<file path="src/rtl/cp0_regfile.sv">
// CP0 system-control registers: BadVAddr, Count, Compare, Status, Cause, EPC, plus interrupt request.
// Optional Count/Compare timer is built only when CP0_TIMER_EN is defined.
module cp0_regfile #(
    parameter logic [31:0] STATUS_RST = 32'h0040_0000,
    parameter int          COUNT_DIV  = 2
) (
    input  logic        clk,
    input  logic        rst,
    input  logic        w_ena,
    input  logic [4:0]  w_addr,
    input  logic [2:0]  w_sel,
    input  logic [31:0] w_data,
    input  logic [4:0]  r_addr,
    input  logic [2:0]  r_sel,
    output logic [31:0] r_data,
    input  logic [5:0]  ext_int,
    input  logic        w_cp0_update_ena,
    input  logic [4:0]  w_cp0_exccode,
    input  logic        w_cp0_bd,
    input  logic        w_cp0_exl,
    input  logic [31:0] w_cp0_epc,
    input  logic        w_cp0_badvaddr_ena,
    input  logic [31:0] w_cp0_badvaddr,
    input  logic        cp0_cls_exl,
    output logic [31:0] r_cp0_epc,
    output logic [31:0] r_cp0_status,
    output logic [31:0] r_cp0_cause,
    output logic        cp0_int_req
);
    localparam logic [4:0] A_BADVADDR = 5'd8;
    localparam logic [4:0] A_COUNT    = 5'd9;
    localparam logic [4:0] A_COMPARE  = 5'd11;
    localparam logic [4:0] A_STATUS   = 5'd12;
    localparam logic [4:0] A_CAUSE    = 5'd13;
    localparam logic [4:0] A_EPC      = 5'd14;

    logic [31:0] r_badvaddr;
    logic [31:0] r_epc;
    logic [7:0]  r_status_im;
    logic        r_status_exl;
    logic        r_status_ie;
    logic        r_cause_bd;
    logic [5:0]  r_cause_ip_hw;
    logic [1:0]  r_cause_ip_sw;
    logic [4:0]  r_cause_exccode;

    logic        w_mtc0;
    logic        w_wr_status;
    logic        w_wr_cause;
    logic        w_wr_epc;
    logic        w_ti;
    logic [31:0] w_count;
    logic [31:0] w_compare;
    logic [31:0] w_status_val;
    logic [31:0] w_cause_val;
    logic [31:0] w_rdata;

    assign w_mtc0      = w_ena & (w_sel == 3'd0);
    assign w_wr_status = w_mtc0 & (w_addr == A_STATUS);
    assign w_wr_cause  = w_mtc0 & (w_addr == A_CAUSE);
    assign w_wr_epc    = w_mtc0 & (w_addr == A_EPC);

`ifdef CP0_TIMER_EN
    localparam int TICK_W = (COUNT_DIV > 1) ? $clog2(COUNT_DIV) : 1;
    localparam logic [TICK_W-1:0] TICK_MAX = TICK_W'(COUNT_DIV - 1);

    logic [31:0]       r_count;
    logic [31:0]       r_compare;
    logic [TICK_W-1:0] r_tick;
    logic              r_ti;

    always_ff @(posedge clk or posedge rst) begin
        if (rst) begin
            r_count   <= 32'd0;
            r_compare <= 32'd0;
            r_tick    <= '0;
            r_ti      <= 1'b0;
        end else begin
            if (w_mtc0 && w_addr == A_COUNT) begin
                r_count <= w_data;
                r_tick  <= '0;
            end else if (r_tick == TICK_MAX) begin
                r_count <= r_count + 32'd1;
                r_tick  <= '0;
            end else begin
                r_tick  <= r_tick + 1'b1;
            end
            if (w_mtc0 && w_addr == A_COMPARE)
                r_compare <= w_data;
            // A match in the same cycle as a Compare write keeps TI set.
            if (r_count == r_compare)
                r_ti <= 1'b1;
            else if (w_mtc0 && w_addr == A_COMPARE)
                r_ti <= 1'b0;
        end
    end

    assign w_ti      = r_ti;
    assign w_count   = r_count;
    assign w_compare = r_compare;
`else
    assign w_ti      = 1'b0;
    assign w_count   = 32'd0;
    assign w_compare = 32'd0;
`endif

    always_ff @(posedge clk or posedge rst) begin
        if (rst) begin
            r_badvaddr      <= 32'd0;
            r_epc           <= 32'd0;
            r_status_im     <= STATUS_RST[15:8];
            r_status_exl    <= STATUS_RST[1];
            r_status_ie     <= STATUS_RST[0];
            r_cause_bd      <= 1'b0;
            r_cause_ip_hw   <= 6'd0;
            r_cause_ip_sw   <= 2'd0;
            r_cause_exccode <= 5'd0;
        end else begin
            r_cause_ip_hw <= {ext_int[5] | w_ti, ext_int[4:0]};
            if (w_wr_status) begin
                r_status_im <= w_data[15:8];
                r_status_ie <= w_data[0];
            end
            if (w_wr_cause)
                r_cause_ip_sw <= w_data[9:8];
            // EXL: exception commit beats ERET, which beats MTC0.
            if (w_cp0_update_ena)
                r_status_exl <= w_cp0_exl;
            else if (cp0_cls_exl)
                r_status_exl <= 1'b0;
            else if (w_wr_status)
                r_status_exl <= w_data[1];
            if (w_cp0_update_ena) begin
                r_cause_exccode <= w_cp0_exccode;
                // Nested exceptions keep the original victim PC and BD.
                if (!r_status_exl) begin
                    r_epc      <= w_cp0_epc;
                    r_cause_bd <= w_cp0_bd;
                end
                if (w_cp0_badvaddr_ena)
                    r_badvaddr <= w_cp0_badvaddr;
            end else if (w_wr_epc) begin
                r_epc <= w_data;
            end
        end
    end

    assign w_status_val = {9'd0, STATUS_RST[22], 6'd0, r_status_im, 6'd0, r_status_exl, r_status_ie};
    assign w_cause_val  = {r_cause_bd, w_ti, 14'd0, r_cause_ip_hw, r_cause_ip_sw, 1'b0, r_cause_exccode, 2'd0};

    always_comb begin
        w_rdata = 32'd0;
        if (r_sel == 3'd0) begin
            case (r_addr)
                A_BADVADDR: w_rdata = r_badvaddr;
                A_COUNT:    w_rdata = w_count;
                A_COMPARE:  w_rdata = w_compare;
                A_STATUS:   w_rdata = w_status_val;
                A_CAUSE:    w_rdata = w_cause_val;
                A_EPC:      w_rdata = r_epc;
                default:    w_rdata = 32'd0;
            endcase
        end
    end

    assign r_data       = w_rdata;
    assign r_cp0_epc    = r_epc;
    assign r_cp0_status = w_status_val;
    assign r_cp0_cause  = w_cause_val;
    assign cp0_int_req  = r_status_ie & ~r_status_exl &
                          (|(r_status_im & {r_cause_ip_hw, r_cause_ip_sw}));
endmodule

</file>
<file path="config.mk">
export PLATFORM = sky130hd
export DESIGN_NAME = cp0_regfile
export DESIGN_NICKNAME = d
export VERILOG_FILES = /design/src/rtl/cp0_regfile.sv
export SDC_FILE = /design/constraint.sdc
export NUM_CORES = 1
export LEC_CHECK = 0
export ABC_AREA = 1
export BUFFER_PORTS_ARGS = -buffer_cell sky130_fd_sc_hd__buf_2
export CAP_MARGIN = 15
export CORE_ASPECT_RATIO = 1.75
export CORE_MARGIN = 2
export CORE_UTILIZATION = 45
export CTS_CLUSTER_DIAMETER = 120
export DETAILED_ROUTE_END_ITERATION = 10
export PLACE_DENSITY_LB_ADDON = 0.2
export SYNTH_ARGS = -nofsm -noshare
export SYNTH_HDL_FRONTEND = slang
export SYNTH_SLANG_ARGS = --single-unit
</file>
<file path="constraint.sdc">
create_clock -name clk -period 3.8 [get_ports clk]
set_input_delay 0.76 -clock clk [delete_from_list [all_inputs] [get_ports clk]]
set_output_delay 0.76 -clock clk [all_outputs]
set_load 0.01 [all_outputs]
</file>
# Word-level counts from Yosys, hierarchy flattened
# Cells that the tools add are included.
# totals
regBits	88
latch_bits	0
mem_bits_rw	0
romBits	0
input_bits	131
out_inout_bits	129
word_cells	41
mem_count	0
# classes
addsub	0
multipliers	0
div	0
n_lt_le_gt_ge	0
n_eq_ne	8
shifts	0
muxes	8
n_bitwise	8
n_reduce_logical	8
# ops
operator	count
$mux 32	4
$pmux 32 s4	1
$eq 5x4->1 const B	7
$and 8x8->8	1
$reduce_or 8->1	1
$and 1x1->1	6
$logic_not 3->1	2
$reduce_and 2->1	3
$mux 1	3
$reduce_bool 3->1	1
$ne 2x2->1 const B	1
$reduce_bool 2->1	1
$not 1->1	1

# Logic depth before layout (Yosys ltp)
# logic_depth
word_depth	6
ltp_mapped	8
ltp_nobuf	7

# Worst setup path after synthesis
# Ideal clock, no wire load.
# synth_path
path_kind	input to output
startpoint	input r_sel[1]
endpoint	output r_data[17]
arrival_time_ns	1.569
required_ns	3.040
path_slack_ns	1.471
path_stages	4
n_path_buf	1
cell_sequence	nor3_1 > inv_1 > clkbuf_1 > a21oi_1
# synth_via
elab_chain_len	2
# synth_lines
item	line	rtl
start: declaration	14	input logic [2:0] r_sel,
$logic_not 3->1	153	if (r_sel == 3'd0) begin
$mux 32	153	
end: declaration	15	output logic [31:0] r_data,
# No other way between the ends.

# Worst setup path after layout
# layout_path
startpoint	input r_addr[1]
endpoint	output r_data[16]
# layout_via
elab_chain_len	3
# layout_lines
item	line	rtl
start: declaration	13	input logic [4:0] r_addr,
$eq 5x4->1	154	case (r_addr)
$pmux 32 s4 (*)	154	
$mux 32 (*)	153	
# Mark *: on every way between the ends. The rest lies on a longest branch, timed or not.

==> impl_table.tex <==
\begin{tabular}{lr}
\hline
Metric & Value \\
\hline
\multicolumn{2}{l}{\textbf{Run}} \\
Max\_cap viols & 0 \\
\multicolumn{2}{l}{\textbf{Logic synthesis}} \\
Synth Register Bits & 88 \\
Register area share after synthesis & 0.4199 \\
Post-synth ARST share & 1.000 \\
Synth Flop Type & sky130\_fd\_sc\_hd\_\_dfrtp\_1 \\
Post-synth design cell area & 5244 sq um \\
Number of instances in the synthesized netlist & 665 \\
Count of unique library cells instantiated by Yosys & 26 \\
Synthesis Warnings & 0 \\
Post-synth EDFFs & 0 \\
Average size of a mapped cell & 7.885 sq um \\
\multicolumn{2}{l}{\textbf{Power and ir drop}} \\
Leakage & 0.003663 uW \\
Clk network pwr share & 0.380 \\
Power density over the cells & 414.6 nW/um\^{}2 \\
Relative contribution of combinational cells to total power & 0.179 \\
Sw Share & 0.2882 \\
Net switching power of the design & 778.5 uW \\
Internal power consumption & 1923 uW \\
Power share of the sequential group & 0.441 \\
Worst voltage drop across the vdd grid & 0.0002446 V \\
\multicolumn{2}{l}{\textbf{Clock tree}} \\
Number of buffers added by the clock tree synthesis step & 9 \\
Clock transition at path regs & 0.06 ns \\
Count of H-tree levels built during CTS & 3 \\
Total setup buffers inserted after CTS & 0 \\
Cell at the root of the clock tree & sky130\_fd\_sc\_hd\_\_clkbuf\_16 \\
Source-to-sink clock delay at the later pin of the worst-skew pair & 0.34 ns \\
Max Root-Sink Buffers & 2 \\
Number of cells upsized or downsized after cts & 0 \\
Number of hold buffers added after CTS & 0 \\
Clock tree from TritonCTS & built \\
CTS sink cnt & 88 \\
\multicolumn{2}{l}{\textbf{Route}} \\
Via density per instance & 5.169 \\
Number of nets with antenna violations after routing & 0 \\
DRC errors left & 0 \\
Iteration-0 DRC count of the detailed router & 307 \\
Via count & 5169 \\
Detailed Route WL & 17010 um \\
Number of detailed-route iterations in the first pass & 4 \\
Mean routed wirelength per cell & 17.01 um \\
\multicolumn{2}{l}{\textbf{Global routing}} \\
Number of global-route vias before repair & 5121 \\
Aggregate global routing overflow & 0 \\
Initial antenna violation count & 1 \\
First-pass GRT wire length & 26280 um \\
Global-route usage over all layers & 0.2727 \\
Maximum number of pins on one net before global-route repair & 36 \\
\multicolumn{2}{l}{\textbf{Hold path}} \\
Worst min-delay path category & in -> async \\
\multicolumn{2}{l}{\textbf{Worst setup path}} \\
Highest-delay cell along the critical path & sky130\_fd\_sc\_hd\_\_nor2\_8 \\
Worst R2R End & r\_cp0\_epc[29] \\
Crit path cell chain & buf\_2 > inv\_2 > nor2\_8 > nand2\_4 > inv\_4 > nand2\_1 > a21oi\_1 > buf\_2 \\
FF-to-FF setup slack & 2.04 ns \\
Startpoint of the lowest-slack register-to-register path & r\_status\_exl \\
Category of the critical setup timing path & in -> out \\
Worst EP arrival & 2.17 ns \\
Critical Path Fanout Max & 34 \\
Kind of capture point of the worst setup path & primary output \\
Startpoint class of the critical path & input pin \\
Data required, critical path & 3.04 ns \\
CP max stage delay & 0.35 ns \\
Register-to-Register Path Depth & 5 \\
Top cell by count, worst path & sky130\_fd\_sc\_hd\_\_buf\_2 \\
\multicolumn{2}{l}{\textbf{Timing}} \\
Final number of setup-violating endpoints & 0 \\
Worst setup skew after layout & 0.003730 ns \\
Worst slew slack as a fraction of its limit & 0.4150 \\
RSZ-0062 raised after global routing & false \\
Number of slew-limit violations in the final report & 0 \\
Fin Setup TNS & 0 ns \\
Final Cycle Share & 0.7720 \\
Hold Vio Cnt, Final & 0 \\
Post-layout minimum cycle time & 2.934 ns \\
Slew at the pin with the worst max-slew slack & 0.8766 ns \\
Timing-limited maximum frequency & 0.3409 GHz \\
\multicolumn{2}{l}{\textbf{Floorplan}} \\
Total die area & 12570 sq um \\
Count of standard-cell rows & 52 \\
Top-Level Pins & 260 \\
Effective utilization at floorplan & 0.4579 \\
Area inside the core boundary & 11450 sq um \\
Horizontal extent of the die & 85.60 um \\
Die Y & 146.8 um \\
\multicolumn{2}{l}{\textbf{Cells and area}} \\
Finished layout cell area & 6516 sq um \\
Count of filler cells inserted in the layout & 1128 \\
Ratio of cells with drive above 1 in the final layout & 0.3623 \\
Final layout net count & 990 \\
Storage element area & 2202 sq um \\
Most frequent cells in the layout & 220 x sky130\_fd\_sc\_hd\_\_nand2\_1, 219 x sky130\_fd\_sc\_hd\_\_buf\_2, 88 x sky130\_fd\_sc\_hd\_\_dfrtp\_1, 87 x sky130\_fd\_sc\_hd\_\_nand3\_1, 40 x sky130\_fd\_sc\_hd\_\_conb\_1 \\
Multi-input gate area & 2490 sq um \\
Most common library cell in the layout ignoring fill and taps & sky130\_fd\_sc\_hd\_\_nand2\_1 \\
Layout Area Growth over Synthesis & 24.27\% \\
\multicolumn{2}{l}{\textbf{Placed design}} \\
Area after DPL & 6167 sq um \\
Sum of net half-perimeters after detailed placement & 13220 um \\
Count of port buffers added during placement & 219 \\
Routability cong. & 0.8944 \\
\multicolumn{2}{l}{\textbf{Outcome}} \\
Status & complete, no violations \\
\hline
\end{tabular}
[power by group through the flow]
stage,Combinational [uW],Clock (uW),Sequential [uW]
after global placement,478,0,1210
final,485,1030,1190
after global routing,539,1090,1200
after floorplan,297,0,1180
after detailed placement,489,0,1210
after CTS,489,1050,1190
[synthesized netlist by cell type, types with 5 or more instances]
cell                         n  share of area
sky130_fd_sc_hd__nand2_1   220           0.16
sky130_fd_sc_hd__dfrtp_1    88           0.42
sky130_fd_sc_hd__nand3_1    87          0.083
sky130_fd_sc_hd__buf_4      48          0.069
sky130_fd_sc_hd__nand4_1    34          0.041
sky130_fd_sc_hd__mux2_2     33          0.071
sky130_fd_sc_hd__inv_1      32          0.023
sky130_fd_sc_hd__nor2_1     25          0.018
sky130_fd_sc_hd__o21ai_0    21          0.020
sky130_fd_sc_hd__buf_2      17          0.016
sky130_fd_sc_hd__clkbuf_1   12         0.0086
sky130_fd_sc_hd__nand2_2    12          0.014
sky130_fd_sc_hd__a21oi_2    10          0.017
sky130_fd_sc_hd__buf_6       5          0.011
[per-stage QoR]
step           hold WS, ns  std cells  worst slack [ns]  power [uW]  utilization
2_1_floorplan       0.4794        703            0.7614        1476            -
3_3_place_gp        0.4900        983            0.8839        1684       0.5386
3_5_place_dp        0.4943        983            0.8710        1694       0.5386
4_1_cts             0.4382        999            0.8744        2725       0.5688
5_1_grt             0.4669        999            0.6803        2827       0.5688
6_report            0.4268       1000            0.8663        2701       0.5691
[flip-flops by register name (all words and copies together), names as in the netlist]
register,cells
r_cause_ip_hw,6
r_status_im,8
r_status_ie,1
r_badvaddr,32
r_cause_exccode,5
r_cause_bd,1
r_cp0_epc,32
r_cause_ip_sw,2
r_status_exl,1
[worst max path at each step]
| stage | cells after the start | from | end | slack [ns] |
|---|---|---|---|---|
| 3_5_place_dp | 8 | r_addr[2] | r_data[1] | 0.87 |
| 4_1_cts | 8 | r_addr[2] | r_data[1] | 0.87 |
| 5_1_grt | 9 | r_addr[3] | r_data[29] | 0.68 |
| 3_3_place_gp | 6 | r_sel[1] | r_data[11] | 0.88 |
| 2_1_floorplan | 1 | rst | r_badvaddr[0] | 0.76 |
| 6_report | 8 | r_addr[1] | r_data[16] | 0.87 |
[routing by layer]
| metal | GRT usage | wire (um) | up-vias |
|---|---|---|---|
| met3 | 0.05000 | 1112 | 42 |
| li1 | - | - | 2471 |
| met1 | 0.2910 | 5968 | 2415 |
| met2 | 0.5027 | 9207 | 241 |
| met4 | 0.1325 | 724 | 0 |
| met5 | 0 | 0 | - |
[kinds of logic after synthesis]
family	count (synthesis)	synth area share
AO/OA/AOI/OAI	35	0.04056
buffers and inverters	119	0.1334
flip-flops	88	0.4199
other	2	0.001432
AND/OR/NAND/NOR	388	0.3338
multiplexers	33	0.07087
[area by class of cell]
type                       count  area share
tap                          135     0.02592
sequential                    88      0.3379
clock buffer                  11     0.03725
clock inverter                 5     0.01594
multi-input combinational    496      0.3821
inverter                      35     0.02074
antenna                        1   0.0003840
timing repair buffer         229      0.1797
[critical path, delay by kind of cell]
| kind | cells | cell delay, ns |
|---|---|---|
| and+or+nand+nor | 3 | 0.52 |
| buffers and inverters | 4 | 0.74 |
| AOI/OAI and AO/OA | 1 | 0.13 |
(Power assumes the default switching activity.)
